## config.mk

```make
export PLATFORM = sky130hd
export DESIGN_NAME = viterbi_ctrl_flat
export DESIGN_NICKNAME = d
export VERILOG_FILES = /design/src/rtl/viterbi_pkg.sv /design/src/rtl/viterbi_ctrl_if.sv /design/src/rtl/vit_addr_cnt.sv /design/src/rtl/viterbi_ctrl.sv /design/src/flat_wrapper.sv
export SDC_FILE = /design/constraint.sdc
export NUM_CORES = 1
export LEC_CHECK = 0
export CORE_MARGIN = 2
export CORE_UTILIZATION = 35
export DETAILED_ROUTE_END_ITERATION = 8
export GPL_TIMING_DRIVEN = 0
export PLACE_DENSITY_LB_ADDON = 0.12
export SYNTH_ARGS = -nofsm -noshare
export SYNTH_HDL_FRONTEND = slang
export SYNTH_SLANG_ARGS = --single-unit
```

## constraint.sdc

```tcl
create_clock -name clk -period 2.4 [get_ports clk]
set_input_delay 0.6 -clock clk [delete_from_list [all_inputs] [get_ports clk]]
set_output_delay 0.6 -clock clk [all_outputs]
set_load 0.005 [all_outputs]
```

## src/rtl/viterbi_pkg.sv

```systemverilog
// Viterbi decoder control: shared types and constants.
// Frame-state enum, default frame length, metric-clear level.
package viterbi_pkg;

  localparam int FRAME_LEN_DEF = 16;

  // pm_clr level that zeroes state 0 and saturates the rest
  localparam logic PM_CLR_ON = 1'b1;

  typedef enum logic [1:0] {
    ACCEPT = 2'd0,
    TRACE  = 2'd1,
    DRAIN  = 2'd2
  } vit_state_t;

endpackage

```

## src/rtl/viterbi_ctrl_if.sv

```systemverilog
// Received-symbol valid/ready handshake.
// master drives pairs, slave is the controller.
interface viterbi_ctrl_if;

  logic       in_valid;
  logic [1:0] rx_pair;
  logic       in_ready;

  modport master (
    output in_valid,
    output rx_pair,
    input  in_ready
  );

  modport slave (
    input  in_valid,
    input  rx_pair,
    output in_ready
  );

endinterface

```

## src/rtl/vit_addr_cnt.sv

```systemverilog
// Survivor address counter: load, up/down step.
// term flags all-ones counting up, zero counting down.
module vit_addr_cnt #(
  parameter int AW = 4
) (
  input  logic          clk,
  input  logic          rst_n,
  input  logic          ld,
  input  logic [AW-1:0] ld_val,
  input  logic          en,
  input  logic          dn,
  output logic [AW-1:0] cnt,
  output logic          term
);

  // load wins over step
  always_ff @(posedge clk or negedge rst_n) begin
    if (!rst_n) begin
      cnt <= '0;
    end else if (ld) begin
      cnt <= ld_val;
    end else if (en) begin
      cnt <= dn ? cnt - 1'b1 : cnt + 1'b1;
    end
  end

  // terminal value depends on direction
  always_comb begin
    term = dn ? (cnt == '0) : (cnt == '1);
  end

endmodule

```

## src/rtl/viterbi_ctrl.sv

```systemverilog
// Viterbi frame controller: accept, traceback, drain.
// Sequences ACS strobes, survivor writes and reads.
module viterbi_ctrl
  import viterbi_pkg::*;
#(
  parameter int FRAME_LEN = FRAME_LEN_DEF,
  parameter int AW = $clog2(FRAME_LEN)
) (
  input  logic          clk,
  input  logic          rst_n,
  viterbi_ctrl_if.slave sym,
  input  logic          pm_msb_all,
  output logic [1:0]    bmc_rx_pair,
  output logic          acs_en,
  output logic          pm_clr,
  output logic          pm_norm,
  output logic          wr_en,
  output logic [AW-1:0] wr_addr,
  output logic          rd_en,
  output logic [AW-1:0] rd_addr,
  output logic          dec_valid,
  output logic          frame_done
);

  vit_state_t    state_q;
  vit_state_t    state_d;
  logic          hs;
  logic          rdy;
  logic [AW-1:0] sym_cnt;
  logic          sym_term;
  logic          rd_term;
  logic          last_hs;
  logic          booted;
  logic          boot_clr;
  logic          pend;

  localparam logic [AW-1:0] LAST = AW'(FRAME_LEN - 1);

  assign rdy = (state_q == ACCEPT) && booted && !boot_clr;
  assign sym.in_ready = rdy;
  assign hs = sym.in_valid && rdy;
  assign last_hs = hs && sym_term;

  vit_addr_cnt #(.AW(AW)) u_sym_cnt (
    .clk    (clk),
    .rst_n  (rst_n),
    .ld     (last_hs),
    .ld_val ('0),
    .en     (hs),
    .dn     (1'b0),
    .cnt    (sym_cnt),
    .term   (sym_term)
  );

  vit_addr_cnt #(.AW(AW)) u_rd_cnt (
    .clk    (clk),
    .rst_n  (rst_n),
    .ld     (last_hs),
    .ld_val (LAST),
    .en     (rd_en && !rd_term),
    .dn     (1'b1),
    .cnt    (rd_addr),
    .term   (rd_term)
  );

  // frame state register
  always_ff @(posedge clk or negedge rst_n) begin
    if (!rst_n) state_q <= ACCEPT;
    else        state_q <= state_d;
  end

  // next-state and state-decoded outputs
  always_comb begin
    state_d    = state_q;
    rd_en      = 1'b0;
    frame_done = 1'b0;
    unique case (state_q)
      ACCEPT: begin
        if (last_hs) state_d = TRACE;
      end
      TRACE: begin
        rd_en = 1'b1;
        if (rd_term) state_d = DRAIN;
      end
      DRAIN: begin
        frame_done = 1'b1;
        state_d    = ACCEPT;
      end
      default: state_d = ACCEPT;
    endcase
  end

  // metric clear at boot and after each frame
  always_comb begin
    pm_clr = (frame_done || boot_clr)
           ? PM_CLR_ON : ~PM_CLR_ON;
    pm_norm = acs_en && pend;
  end

  // boot sequencing: one clear cycle, then ready
  always_ff @(posedge clk or negedge rst_n) begin
    if (!rst_n) begin
      booted   <= 1'b0;
      boot_clr <= 1'b0;
    end else begin
      booted   <= 1'b1;
      boot_clr <= !booted;
    end
  end

  // one-cycle-late ACS/write strobes and dec_valid
  always_ff @(posedge clk or negedge rst_n) begin
    if (!rst_n) begin
      bmc_rx_pair <= '0;
      acs_en      <= 1'b0;
      wr_en       <= 1'b0;
      wr_addr     <= '0;
      dec_valid   <= 1'b0;
    end else begin
      acs_en    <= hs;
      wr_en     <= hs;
      dec_valid <= rd_en;
      if (hs) begin
        bmc_rx_pair <= sym.rx_pair;
        wr_addr     <= sym_cnt;
      end
    end
  end

  // normalisation request armed only by ACS cycles
  always_ff @(posedge clk or negedge rst_n) begin
    if (!rst_n) begin
      pend <= 1'b0;
    end else if (pm_clr == PM_CLR_ON) begin
      pend <= 1'b0;
    end else if (acs_en) begin
      pend <= pm_msb_all;
    end
  end

endmodule
```

## src/flat_wrapper.sv

```systemverilog
// flat-port wrapper written by rule: the top's interface ports become plain ports
module viterbi_ctrl_flat import viterbi_pkg::*;
#(
  parameter int FRAME_LEN = FRAME_LEN_DEF,
  parameter int AW = $clog2(FRAME_LEN)
)
  (clk, rst_n, pm_msb_all, bmc_rx_pair, acs_en, pm_clr, pm_norm, wr_en, wr_addr, rd_en, rd_addr, dec_valid, frame_done, sym_in_valid, sym_rx_pair, sym_in_ready);
  viterbi_ctrl_if sym_i ();
  input  logic clk;
  input  logic rst_n;
  input  logic pm_msb_all;
  output logic [1:0] bmc_rx_pair;
  output logic acs_en;
  output logic pm_clr;
  output logic pm_norm;
  output logic wr_en;
  output logic [AW-1:0] wr_addr;
  output logic rd_en;
  output logic [AW-1:0] rd_addr;
  output logic dec_valid;
  output logic frame_done;
  input wire logic [$bits(sym_i.in_valid)-1:0] sym_in_valid;
  input wire logic [$bits(sym_i.rx_pair)-1:0] sym_rx_pair;
  output wire logic [$bits(sym_i.in_ready)-1:0] sym_in_ready;
  assign sym_i.in_valid = sym_in_valid;
  assign sym_i.rx_pair = sym_rx_pair;
  assign sym_in_ready = sym_i.in_ready;
  viterbi_ctrl #(.FRAME_LEN(FRAME_LEN), .AW(AW)) u_core (.clk(clk), .rst_n(rst_n), .sym(sym_i), .pm_msb_all(pm_msb_all), .bmc_rx_pair(bmc_rx_pair), .acs_en(acs_en), .pm_clr(pm_clr), .pm_norm(pm_norm), .wr_en(wr_en), .wr_addr(wr_addr), .rd_en(rd_en), .rd_addr(rd_addr), .dec_valid(dec_valid), .frame_done(frame_done));
endmodule
```

==> summary.txt, run 1 <==
Clock network
  • CTS Buffer Depth: 2
  • Root buffer cell: clkbuf_4
  • Max H-tree Level: 1
  • CTS Sinks: 21
  • Clock Pin Slew Worst Setup and Hold Paths: ~0.11 ns
  • CTS tree: done
  • Inserted Clock Buffers: 3
  • Cts hold-fix bufs: 0
  • Worst skew pair latency: about 0.29 ns

Routing
  • Post-DRT Antenna Nets: 0
  • Detailed Routing Iterations Pass 1: 4
  • Via/cell ratio: between 4 and 5
  • DR WL/cell: 12.6 µm
  • Routed wire length: 1.67 mm
  • Via total after detailed routing: 644
  • DR iter-0 viols: 10
  • Residual DRC: 0

Timing
  • Clock skew: 0.00272 ns
  • Setup Total Neg Slack: 0 ns
  • Final setup vio count: 0
  • RSZ-0062 raised after global routing: no
  • Post-layout min period: 2.29 ns
  • Tightest Pin Transition: 0.912 ns
  • Tcrit/Tclk final: between 90 and 100%
  • Final Max Tran Viols: 0
  • Hold Violations, Final: 0
  • Final setup margin: 0.107 ns
  • Max Clock Freq: 0.436 GHz
  • Max-Slew Margin vs Limit: 39.0%

Floorplan
  • Die Y: ~56 µm
  • Starting density of the core: a little under two fifths
  • Chip Width: about 56 µm
  • CORE AREA: about 2500 µm²
  • Boundary pin count: 24
  • Rows: 18
  • Die area: around 3100 µm²

Yosys
  • Seq cells post-synth: 21
  • Mapped Area: ~940 µm²
  • Netlist cell types: 29
  • Synth top area share: 55.8%
  • Multiplexer share of the synthesized area: approximately 14%
  • Synth Area in Compound Gates: 6.24%
  • Largest family of logic cells by synthesized area: simple AND/OR/NAND/NOR gates
  • Top cell type by total area after synthesis: dfrtp_1
  • Net count after synthesis: 82
  • Top cells by count, synth: dfrtp_1, mux2_4, and3_1
  • Post-synth ARST share: 100%
  • Count leader, synth: dfrtp_1
  • Sequential area share after synthesis: 55.8%
  • Synth Area in Simple Gates: 16.1%
  • Post-synth EDFFs: 0
  • Synth Instances: 74
  • Post-Synth XOR/XNOR Area: 0.930%
  • Ys flop type: dfrtp_1
  • Yosys warns: 0
  • Syn Area/Cell: between 10 and 15 µm²
  • Dominant cells by area after synthesis: dfrtp_1, mux2_4, and3_1
  • Synth Area in Adders: 2.66%

Worst setup path
  • Setup crit end kind: output port
  • CP Cell Sequence: or2b_1, clkinvlp_4, clkdlybuf4s50_1
  • CP Class: flip-flop to output port
  • CP Launch Type: flip-flop
  • Critical path peak fanout: 10
  • Critical-path top delay cell: clkdlybuf4s50_1
  • Data required, critical path: 1.80 ns
  • Buffer and inverter count on the worst path: 2
  • Top delay family on crit path: buffers and inverters
  • Worst path max stage delay: 0.52 ns
  • Worst EP arrival: 1.69 ns

Run status
  • Status: completed

GRT
  • Grt total ovfl: 0
  • Vias in the first global route: 587
  • Global-route usage over all layers: between 10% and 20%
  • Largest net degree at the start of global routing: 22
  • First-pass GRT wire length: 2.76 mm
  • Initial antenna violation count: 0

Layout
  • Final std cells w/o fill: 132
  • Design Area, Final: 1250 µm²
  • Fin nets: 111
  • Antenna cells: 0
  • Fraction of layout cells with a size suffix above 1: between 10% and 20%
  • Area Growth Syn to Fin: 32.5%
  • Number of fill cells: between 200 and 250

Placed design
  • HPWL after detailed placement: 1.21 mm
  • Placed insts: between 100 and 150
  • GPL Wtd Cong: 0.724
  • DP Area: between 1000 and 1500 µm²
  • DP Worst Slack: roughly 0.34 ns
  • Port bufs: 23

Pwr
  • Leakage: around 0.6 nW
  • Power Density: ~770 nW/µm²
  • VDD IR-drop max: ~0.48 mV

Job
  • Max-Cap Viols: 0

Worst hold path
  • Hold Crit Class: flip-flop to flip-flop
## metal layers
metal,track usage [%],part of all wire (%)
met1,14.7,46
met2,17.2,48
met3,4.19,4.7
met4,4.08,1.1
met5,0,0
## cells by family after synthesis
logic type      Yosys count
mux                       9
flops                    21
buf+inv                   8
simple gates             22
other cells               1
xor+xnor                  1
fa+ha+maj                 2
compound gates           10
## layout by cell type (no fill, tap or decap)
master and count:
clkdlybuf4s50_1 23, dfrtp_1 21, mux2_4 8, and3_1 5
inv_1 4, o21ai_0 4, nor2_1 3, nand3_1 3
clkbuf_4 3, nand2_1 2, a21oi_1 2, a31oi_1 2
ha_1 2, buf_4 2, nor4b_4 1, nand2_4 1
inv_6 1, or2b_1 1, clkinvlp_4 1, and2b_2 1
or2_2 1, and2_1 1, mux2i_1 1, or3b_1 1
clkbuf_1 1, nand4b_1 1, nor3_1 1, xnor2_1 1
a21o_1 1, a41oi_1 1, clkinv_2 1, conb_1 1
## stage by stage
| step | power, mW | hold slack [ns] | utilization [%] |
|---|---|---|---|
| global route | 1.03 | 0.446 | 49.5 |
| finish | 0.961 | 0.425 | 49.5 |
| CTS | 0.982 | 0.428 | 49.4 |
| floorplan | 0.664 | 0.304 | - |
| global placement | 0.797 | 0.409 | 48.0 |
| detailed placement | 0.808 | 0.411 | 48.0 |
## final cells by class
| cell class | instances | area [µm²] | area share, % |
|---|---|---|---|
| buffer | 2 | 11.3 | 0.902 |
| clock buffer | 3 | 22.5 | 1.80 |
| clock inverter | 1 | 5.00 | 0.401 |
| inverter | 6 | 31.3 | 2.51 |
| multi-input combinational | 45 | 378 | 30.3 |
| sequential | 21 | 526 | 42.1 |
| tap | 30 | 37.5 | 3.01 |
| timing repair buffer | 24 | 238 | 19.0 |
## path summary, 6_finish.rpt
path | slack (ns) | cells past startpoint | start | endpoint
setup reg to reg | 0.73 | 6 | u_core.u_rd_cnt.cnt[0] | u_core.u_rd_cnt.cnt[1]
setup / recovery | 0.11 | 3 | u_core.state_q[1] | rd_en
hold / removal | 0.43 | 1 | u_core.booted | u_core.boot_clr
max in group asynchronous | 1.04 | 1 | rst_n | u_core.u_sym_cnt.cnt[2]
hold reg to reg | 0.43 | 1 | u_core.booted | u_core.boot_clr
min in group asynchronous | 0.81 | 1 | rst_n | u_core.u_rd_cnt.cnt[3]
## registers in the layout (all words and copies together), names as in the netlist
| register | flops |
|---|---|
| u_core.booted | 1 |
| u_core.bmc_rx_pair | 2 |
| u_core.wr_addr | 4 |
| u_core.u_sym_cnt.cnt | 4 |
| u_core.dec_valid | 1 |
| u_core.state_q | 2 |
| u_core.boot_clr | 1 |
| u_core.acs_en | 1 |
| u_core.pend | 1 |
| u_core.u_rd_cnt.cnt | 4 |
## where the power goes
group / switching, mW / total [mW] / internal [mW]
Clock: 0.102 / 0.164 / 0.0620
Sequential: 0.0717 / 0.503 / 0.431
Combinational: 0.0896 / 0.294 / 0.204
Total: 0.264 / 0.961 / 0.697
## timing repair
action / 4_1_cts / 5_1_grt
pin swaps: 1 / 0
gates resized for setup: 0 / 1
endpoints found under the hold margin: 0 / 0
buffers inserted: 1 / 0
setup endpoints to repair: 1 / 1
No activity file was read; power rests on OpenSTA's default activity.
==> inputs of run 2 (changes only) <==
--- a/config.mk
+++ b/config.mk
@@ -5,6 +5,7 @@
 export SDC_FILE = /design/constraint.sdc
 export NUM_CORES = 1
 export LEC_CHECK = 0
+export CORE_ASPECT_RATIO = 1.75
 export CORE_MARGIN = 2
 export CORE_UTILIZATION = 35
 export DETAILED_ROUTE_END_ITERATION = 8
==> constraint.sdc (replaced) <==
create_clock -name clk -period 2.4 [get_ports clk]
set_input_delay 0.48 -clock clk [delete_from_list [all_inputs] [get_ports clk]]
set_output_delay 0.48 -clock clk [all_outputs]
set_load 0.005 [all_outputs]
==> run 2 against run 1 <==
  * Routed wire length up 1.9%
  * Design area up 0.10%
  * Critical endpoint is now sym_in_ready
  * Critical path depth down 1
  * Largest cell class unchanged
  * Via count is 0.93% lower
==> summary.txt, run 2 (same netlist as run 1, synthesis figures left out) <==
Routing
  • Detailed Routing Iterations Pass 1: 4
  • Via total after detailed routing: 638
  • DR iter-0 viols: 5
  • Via/cell ratio: 5.02
  • Routed wire length: 1.70 mm
  • Post-DRT Antenna Nets: 0
  • DR WL/cell: 13.4 µm
  • Residual DRC: 0

Layout
  • Leading cell type in the layout, fill and taps excluded: clkdlybuf4s50_1
  • Storage element area: approximately 530 µm²
  • Design Area, Final: 1250 µm²
  • Area of the multi-input gates: 378 µm²
  • Regs by FF count: u_core.u_rd_cnt.cnt (4), u_core.u_sym_cnt.cnt (4), u_core.wr_addr (4)
  • Number of fill cells: 235
  • Fraction of layout cells with a size suffix above 1: 16.8%
  • Commonest cells after routing, fill and taps aside: clkdlybuf4s50_1, dfrtp_1, mux2_4, and3_1
  • Area Growth Syn to Fin: 32.7%
  • Antenna cells: 0
  • Fin nets: 110

Worst setup path
  • Worst reg2reg endpoint: u_core.u_rd_cnt.cnt[1]
  • Reg2Reg Setup Slack: 0.73 ns
  • Setup crit end kind: output port
  • Worst EP arrival: 1.71 ns
  • Top delay family on crit path: buffers and inverters
  • Data required, critical path: 1.92 ns
  • CP Launch Type: flip-flop
  • Cells on worst reg2reg path: 6
  • CP Cell Sequence: nor4b_4, clkdlybuf4s50_1
  • Worst path max stage delay: between 0.5 and 0.6 ns
  • Reg2reg start: u_core.u_rd_cnt.cnt[0]
  • End of the critical path: sym_in_ready
  • Crit. Startpoint: u_core.state_q[0]
  • Critical-path top delay cell: clkdlybuf4s50_1
  • Buffer and inverter count on the worst path: 1
  • Critical path peak fanout: 5
  • CP Depth: 2
  • CP Class: flip-flop to output port

GRT
  • Largest net degree at the start of global routing: 22
  • Grt total ovfl: 0
  • Global-route usage over all layers: 12.0%
  • Vias in the first global route: 631
  • Initial antenna violation count: 0
  • First-pass GRT wire length: 2.88 mm

Clock network
  • Cts hold-fix bufs: 0
  • CTS tree: done
  • Max H-tree Level: 1
  • CTS Sinks: 21
  • Root buffer cell: clkbuf_8
  • Inserted Clock Buffers: 3
  • Post-CTS sizing: 0
  • Clock Pin Slew Worst Setup and Hold Paths: 0.07 ns
  • Worst skew pair latency: 0.25 ns
  • Setup repair bufs after CTS: 0
  • CTS Buffer Depth: 2

Timing
  • Hold Violations, Final: 0
  • Max-Slew Margin vs Limit: 38.8%
  • Hold_ws: 0.424 ns
  • Final Max Tran Viols: 0
  • Tightest Pin Transition: 0.915 ns
  • Final setup margin: 0.207 ns
  • Final setup vio count: 0
  • Setup Total Neg Slack: 0 ns
  • Max Clock Freq: approximately 0.46 GHz
  • Tcrit/Tclk final: 91.4%
  • Clock skew: 0.00175 ns
  • RSZ-0062 raised after global routing: no
  • Post-layout min period: between 2 and 2.5 ns

Pwr
  • Power Density: 816 nW/µm²
  • Power, Total: 1.02 mW
  • VDD IR-drop max: between 0.3 and 0.4 mV
  • Leakage: 0.610 nW

Floorplan
  • CORE AREA: 2520 µm²
  • Chip Width: 43.2 µm
  • Boundary pin count: 24
  • Die Y: 72.6 µm
  • Starting density of the core: 37.4%
  • Rows: 24
  • Die area: 3140 µm²

Placed design
  • GPL Wtd Cong: 0.693
  • Port bufs: 23
  • HPWL after detailed placement: 1.31 mm
  • DP Worst Slack: 0.457 ns
  • DP Area: 1200 µm²

Run status
  • Status: completed

Worst hold path
  • Hold Crit Class: flip-flop to flip-flop

Job
  • Max-Cap Viols: 0
-- run 2: changes by cell type in the layout (fill, tap and decap cells not counted), sizes merged --
| cell | delta |
|---|---|
| clkbuf | +1 |
| buf | -1 |
| clkinvlp | -1 |
-- run 2: power by group --
part	leakage [nW]	internal, mW	switching (mW)	total, mW
sequential	0.272	0.432	0.0704	0.502
clock	0.0228	0.118	0.108	0.226
combinational	0.315	0.203	0.0882	0.291
total	0.610	0.753	0.267	1.02
-- run 2: worst min-delay path by stage --
stage / from / to / slack [ns] / depth (start not counted)
final: u_core.booted / u_core.boot_clr / 0.42 / 1
after global routing: u_core.booted / u_core.boot_clr / 0.43 / 1
after CTS: u_core.booted / u_core.boot_clr / 0.43 / 1
after detailed placement: u_core.booted / u_core.boot_clr / 0.42 / 1
after global placement: u_core.booted / u_core.boot_clr / 0.41 / 1
after floorplan: rst_n / u_core.acs_en / 0.18 / 0
-- run 2: layout make-up --
type                            instances  share of cell area, %
Buffer                                  2                  0.901
Clock buffer                            4                   3.60
Inverter                                6                   2.20
Multi-Input combinational cell         45                   30.2
Sequential cell                        21                   42.0
Tap cell                               26                   2.60
Timing Repair Buffer                   23                   18.4
-- run 2: through the flow --
| stage | utilization [%] | std cells |
|---|---|---|
| after floorplan | - | 74 |
| after global placement | 47.8 | 123 |
| after detailed placement | 47.8 | 123 |
| after CTS | 49.6 | 127 |
| after global routing | 49.6 | 127 |
| final | 49.6 | 127 |
-- run 2: per-layer routing --
| layer | global-route usage (%) | vias to the layer above | share of wire, % |
|---|---|---|---|
| li1 | - | 312 | - |
| met1 | 13.6 | 310 | 42 |
| met2 | 21.4 | 14 | 54 |
| met3 | 1.49 | 2 | 2.4 |
| met4 | 6.06 | 0 | 1.1 |
| met5 | 0 | - | 0 |
